--- src/rtl/demux1an_param.sv ---
// demux1an_param: 1-to-N demultiplexer with one registered holding slot per
// output channel. A word is steered either to an explicit channel (mode=0)
// or to the round-robin pointer (mode=1). Each channel keeps its word until
// that channel's consumer takes it.
//
// Handshake: a word moves on the producer side in any cycle where
// valid_in & ready_in are high at the rising clock edge. It moves on
// channel i in any cycle where valid_out[i] & ready_out[i] are high at the
// edge. Once valid is raised, it and the data are held until the transfer.
// ready_in never looks at valid_in.
module demux1an_param #(
    parameter int WIDTH = 8,
    parameter int N     = 4,
    parameter int SELW  = $clog2(N)
) (
    input  logic                 clk,
    input  logic                 reset_L,
    input  logic                 mode,
    input  logic [SELW-1:0]      selector,
    input  logic                 valid_in,
    input  logic [WIDTH-1:0]     data_in,
    output logic                 ready_in,
    output logic [N-1:0]         valid_out,
    output logic [N*WIDTH-1:0]   data_out,
    input  logic [N-1:0]         ready_out,
    output logic [SELW-1:0]      rr_ptr,
    output logic                 sel_err
);

    // One extra bit lets a selector value be compared against N even when
    // N is a power of two.
    localparam logic [SELW:0]   N_EXT = (SELW+1)'(N);
    localparam logic [SELW-1:0] LAST  = SELW'(N - 1);

    logic [SELW-1:0] target;
    logic            in_range;
    logic [N-1:0]    tgt_hot;
    logic            accept;

    // Choose the target channel for this cycle and decode it to one-hot.
    // An out-of-range target decodes to no channel at all.
    always_comb begin
        target   = mode ? rr_ptr : selector;
        in_range = ({1'b0, target} < N_EXT);
        tgt_hot  = '0;
        for (int i = 0; i < N; i++) begin
            if (in_range && (target == SELW'(i))) begin
                tgt_hot[i] = 1'b1;
            end
        end
    end

    // An out-of-range word is always taken and then dropped. An in-range
    // word is taken when its slot is empty or is draining in this same cycle.
    always_comb begin
        ready_in = ~in_range | (|(tgt_hot & (~valid_out | ready_out)));
        accept   = valid_in & ready_in;
    end

    // Per-channel holding slot. A load wins over a drain, so a slot that
    // drains and reloads in the same cycle has no bubble.
    always_ff @(posedge clk or negedge reset_L) begin
        if (!reset_L) begin
            valid_out <= '0;
            data_out  <= '0;
        end else begin
            for (int i = 0; i < N; i++) begin
                if (accept && tgt_hot[i]) begin
                    valid_out[i]                <= 1'b1;
                    data_out[i*WIDTH +: WIDTH]  <= data_in;
                end else if (valid_out[i] && ready_out[i]) begin
                    valid_out[i] <= 1'b0;
                end
            end
        end
    end

    // The round-robin pointer advances only on an in-range accept in
    // round-robin mode. It wraps from N-1 to 0.
    always_ff @(posedge clk or negedge reset_L) begin
        if (!reset_L) begin
            rr_ptr <= '0;
        end else if (accept && in_range && mode) begin
            rr_ptr <= (rr_ptr == LAST) ? '0 : rr_ptr + SELW'(1);
        end
    end

    // Pulse sel_err for one cycle after each dropped out-of-range word.
    always_ff @(posedge clk or negedge reset_L) begin
        if (!reset_L) begin
            sel_err <= 1'b0;
        end else begin
            sel_err <= accept & ~in_range;
        end
    end

endmodule

--- config.mk ---
export PLATFORM = sky130hd
export DESIGN_NAME = demux1an_param
export DESIGN_NICKNAME = d
export VERILOG_FILES = /design/src/rtl/demux1an_param.sv
export SDC_FILE = /design/constraint.sdc
export NUM_CORES = 1
export LEC_CHECK = 0
export ABC_AREA = 1
export CORE_MARGIN = 1
export CORE_UTILIZATION = 37
export CTS_CLUSTER_SIZE = 12
export DETAILED_ROUTE_END_ITERATION = 10
export PLACE_DENSITY = 0.75
export SKIP_CTS_REPAIR_TIMING = 1
export SLEW_MARGIN = 20
export SYNTH_ARGS = -nofsm -noshare
export SYNTH_HDL_FRONTEND = slang
export SYNTH_SLANG_ARGS = --single-unit
--- constraint.sdc ---
create_clock -name clk -period 2.94 [get_ports clk]
set_clock_uncertainty 0.1 [all_clocks]
set_input_delay 0.588 -clock clk [delete_from_list [all_inputs] [get_ports clk]]
set_output_delay 0.588 -clock clk [all_outputs]
set_load 0.02 [all_outputs]
==> flow_summary.ini, run 1 <==
[synth]
syn_area_um2 = 1770
syn_avg_cell_area_um2 = 8.88
synth-seq-area-share_pct = 53.8
synth_nets = 218
synth_cell_types = 18
yosysWarnings = 0
ys_ff_latch = 38
synthCells = 199

[clocking]
cts_buffers = 5
clk_pin_slew_ns = 0.08
cts_htree_levels = 2
clkLatencyLatePin_ns = 0.30
clock-sinks = 38
ctsRootBufferMaster = clkbuf_8
cts_tree = done
clock_path_buffers = 2

[floorplanning]
initial_core_util_pct = 39.5
die_x_um = 71.1
die_y_um = 71.1
core-area_um2 = 4470
dieArea_um2 = 5060
ios = 58
rows = 24

[setup_path]
crit_type = input port to output pin
start_kind = input port
max_stage_delay_ns = 0.57
arrival_ns = 1.86
r2r_start = rr_ptr[0]$_DFFE_PN0P_
crit_path_cell_trace = clkdlybuf4s50_1, inv_2, nand2_1, nand2_2, nand3_1, nand2_1, inv_2, nand2_4, dlymetal6s2s_1
rrSetupSlack_ns = 1.06
required_ns = 2.25
r2r-end = data_out[11]$_DFFE_PN0P_
reg2reg_depth = 11
path_max_fanout = 6
worst_path_max_delay_cell = clkdlybuf4s50_1
end_kind = output pin

[outcome]
violations = DRC
outcome = finished, violations left

[placed_design]
dp_hpwl_um = 3020
dp_cells = 304
place_congestion = 0.768
port_buffers = 56
dp_slack_ns = 0.0169

[timing]
period_share_pct = 86.6
rsz0062_at_grt = false
fin_hold_ws_ns = 0.280
setup_viol = 0
min_period_ns = 2.55
tightest_slew_ns = 0.823
fin_ws_ns = 0.395
finalSetupTns_ns = 0
final_hold_viol_count = 0
max_slew_margin_pct = 45.1
drv_slew = 0
fmax_ghz = 0.393

[global_route]
grt_pass1_vias = 1509
grt_pass1_wl_um = 7380
antenna_found_initial = 0
grt_max_degree = 40
grtUsageTotal_pct = 19.2
gr-total-overflow = 0

[cells_and_area]
fin_cells = 312
drive_above_1_share_pct = 12.3
syn_to_final_growth_pct = 42.4
final_nets = 278
antenna_cells = 0
utilization_pct = 56.2

[detailed_routing]
viasPerCell = 5.11
drc = 5
avgRoutedWirePerCell_um = 14.3
drt_iter0_markers = 199
firstDrtPassIters = 8
ant_nets = 0
dr_total_vias = 1594
routed_wl_um = 4450

[hold_path]
hp-class = input port to asynchronous set/reset pin

[power]
worst_ir_drop_vdd_mv = 0.703
power_density_nw_per_um2 = 1130
leakagePower_nw = 1.25

[job]
drv_cap = 0
==> sequential cells by signal, indices dropped and copies added (netlist names) <==
signal / cells
rr_ptr: 2
data_out: 32
valid_out: 4
==> through the flow <==
step,instance area [µm²],power [mW]
after floorplan,1770,1.67
after global placement,2370,2.28
after detailed placement,2370,2.30
after CTS,2510,2.86
after global routing,2520,3.00
final,2520,2.84
==> critical path: cells and delay by family <==
family	cells	cell delay, ns
simple gates	5	0.37
buf+inv	4	0.91
==> layer usage <==
metal,global-route usage [%],up-vias,routed length (µm)
met5,0,-,0
met4,6.00,0,44
met3,4.70,7,284
met2,30.6,52,2080
met1,26.0,753,2040
li1,-,782,-
==> logic make-up (layout without fill, tap and decap cells) <==
kind of cell	after synthesis	after routing	share of synthesized area [%]
simple gates	139	139	39.4
flops	38	38	53.8
buf+inv	20	81	5.81
fa+ha+maj	1	1	0.708
other cells	1	1	0.212
==> layout make-up <==
cell class | instances | area (µm²)
tap | 52 | 65.1
inverter | 11 | 41.3
fill | 411 | 1960
multi-input combinational | 141 | 713
clock buffer | 6 | 82.6
sequential | 38 | 951
timing repair buffer | 62 | 603
clock inverter | 2 | 60.1
==> cells in the mapped netlist <==
master / number / area [µm²]
buf_12: 1 / 20.0
buf_2: 3 / 15.0
buf_4: 2 / 15.0
clkbuf_1: 3 / 11.3
conb_1: 1 / 3.75
dfrtp_1: 38 / 951
ha_1: 1 / 12.5
inv_1: 8 / 30.0
inv_2: 3 / 11.3
nand2_1: 85 / 319
nand2_2: 4 / 25.0
nand2_4: 1 / 11.3
nand3_1: 6 / 30.0
nand3_4: 4 / 70.1
nand4_1: 33 / 206
nor2_1: 1 / 3.75
nor2_2: 4 / 25.0
or2_2: 1 / 6.26
==> worst max-delay path by stage <==
stage	startpoint	to	slack, ns	cells past startpoint
after floorplan	ready_out[3]	ready_in	0.98	6
after CTS	mode	ready_in	0.02	9
after global placement	mode	ready_in	0.04	8
after detailed placement	mode	ready_in	0.02	9
after global routing	mode	ready_in	0.29	9
final	mode	ready_in	0.39	9
==> power breakdown <==
part           leakage, nW  switching, mW  internal, mW
clock               0.0714          0.191         0.362
combinational        0.698          0.768         0.602
sequential           0.477          0.150         0.765
total                 1.25           1.11          1.73
==> cells in the final DEF, fill, tap and decap left out, types with 6 or more instances in the layout <==
cell type	netlist	routed
inv_1	8	8
clkbuf_8	0	6
buf_4	2	6
clkdlybuf4s50_1	0	54
nand4_1	33	33
nand2_1	85	85
nand3_1	6	6
dfrtp_1	38	38
Note: power is estimated with default switching activity, not from simulation.
==> run 2: changes to the inputs <==
--- a/config.mk
+++ b/config.mk
@@ -10,7 +10,8 @@
 export CORE_UTILIZATION = 37
 export CTS_CLUSTER_SIZE = 12
 export DETAILED_ROUTE_END_ITERATION = 10
-export PLACE_DENSITY = 0.75
+export DONT_BUFFER_PORTS = 1
+export PLACE_DENSITY = 0.59
 export SKIP_CTS_REPAIR_TIMING = 1
 export SLEW_MARGIN = 20
 export SYNTH_ARGS = -nofsm -noshare
==> flow_summary.ini, run 2 (same netlist as run 1, synthesis figures left out) <==
[outcome]
outcome = finished, violations left
violations = DRC

[timing]
drv_slew = 0
rsz0062_at_grt = false
period_share_pct = 79.2
setup_viol = 0
tightest_slew_ns = 0.501
finalSetupTns_ns = 0
fmax_ghz = 0.429
final_hold_viol_count = 0
max_slew_margin_pct = 66.5
min_period_ns = 2.33

[global_route]
grt_pass1_wl_um = 6760
grtUsageTotal_pct = 17.9
antenna_found_initial = 0
grt_max_degree = 41
grt_pass1_vias = 1270
gr-total-overflow = 0

[setup_path]
end_kind = output pin
required_ns = 2.25
start_kind = flip-flop
arrival_ns = 1.64
crit_type = flip-flop to output pin
r2r_start = rr_ptr[0]$_DFFE_PN0P_
path_max_fanout = 40
setup.worst_path.start = rr_ptr[0]$_DFFE_PN0P_

[cells_and_area]
antenna_cells = 0
syn_to_final_growth_pct = 6.02
largest_reg_flops = 32
drive_above_1_share_pct = 12.2
mostFrequentLayoutCell = nand2_1
multi_input_area_um2 = 713
top_regs = data_out x32, valid_out x4, rr_ptr x2
mostFrequentLayoutCells = nand2_1, dfrtp_1, nand4_1
n_fill_cell = 454
seq_area_um2 = 951
max_flop_register = data_out
final_nets = 217
design_area_um2 = 1870

[detailed_routing]
routed_wl_um = 4160
ant_nets = 0
drt_iter0_markers = 122
drc = 5
avgRoutedWirePerCell_um = 16.7
dr_total_vias = 1304
firstDrtPassIters = 7
viasPerCell = 5.24

[floorplanning]
core-area_um2 = 4470
dieArea_um2 = 5060
ios = 58
initial_core_util_pct = 39.5
die_y_um = 71.1
die_x_um = 71.1
rows = 24

[clocking]
cts_buffers = 5
clk_pin_slew_ns = 0.07
cts_htree_levels = 2
clock_path_buffers = 2
clkLatencyLatePin_ns = 0.28
clock-sinks = 38
ctsRootBufferMaster = clkbuf_8
cts_tree = done

[power]
worst_ir_drop_vdd_mv = 0.357
leakagePower_nw = 0.978
power_density_nw_per_um2 = 1120

[placed_design]
postPlaceCellArea_um2 = 1770
dp_hpwl_um = 2820
port_buffers = 0
place_congestion = 0.754

[job]
drv_cap = 0

[hold_path]
hp-class = input port to asynchronous set/reset pin
[run 2: cell types whose count changed in the layout (fill, tap and decap cells not counted)]
cell / delta
buf_4: -6
bufinv_16: -2
buf_12: +1
buf_2: -1
dlymetal6s2s_1: -1
clkdlybuf4s50_1: -54
[run 2: worst paths after layout]
check | endpoint | slack [ns] | depth (start not counted)
worst min-delay path | valid_out[2]$_DFFE_PN0P_ | 0.04 | 1
worst max register to register | data_out[4]$_DFFE_PN0P_ | 0.98 | 10
max in group asynchronous | rr_ptr[0]$_DFFE_PN0P_ | 2.51 | 1
min in group clk | data_out[16]$_DFFE_PN0P_ | 0.35 | 2
worst min register to register | data_out[20]$_DFFE_PN0P_ | 0.51 | 2
worst max-delay path | ready_in | 0.61 | 7
[run 2: final cells by class]
class,count,area share [%]
clock buffers,6,4.41
multi-input cells,141,38.1
inverters,11,2.20
well taps,52,3.47
flip-flops and latches,38,50.8
repair buffers,1,1.07
[run 2: per-stage QoR]
step	utilization, %	power [mW]	hold WS [ns]	cells	setup WS (ns)
5_1_grt	41.9	2.26	0.0394	249	0.438
4_1_cts	41.4	2.11	-0.118	248	0.595
2_1_floorplan	-	1.67	0.192	199	0.976
6_report	41.9	2.09	0.0385	249	0.611
3_3_place_gp	39.6	1.74	0.193	242	0.880
3_5_place_dp	39.6	1.76	0.193	242	0.857
[run 2: routing by layer]
metal	vias to the layer above	track usage (%)	wire (µm)
li1	659	-	-
met1	588	24.7	1920
met2	50	26.0	1800
met3	7	7.12	387
met4	0	5.33	48
met5	-	0	0
[run 2: report_power, final]
| group | switching [mW] | total, mW | leakage, nW | internal [mW] |
|---|---|---|---|---|
| Combinational | 0.342 | 0.501 | 0.458 | 0.159 |
| Sequential | 0.488 | 1.25 | 0.477 | 0.764 |
| Clock | 0.162 | 0.343 | 0.0431 | 0.181 |
[run 2: worst max-delay path, stage by stage, from the launching register on]
cell and delay (ns):
dfrtp_1 0.49, inv_1 0.09, nand2_1 0.07, nand2_2 0.11, nand3_1 0.07, nand2_1 0.08, inv_2 0.05, nand2_4 0.38
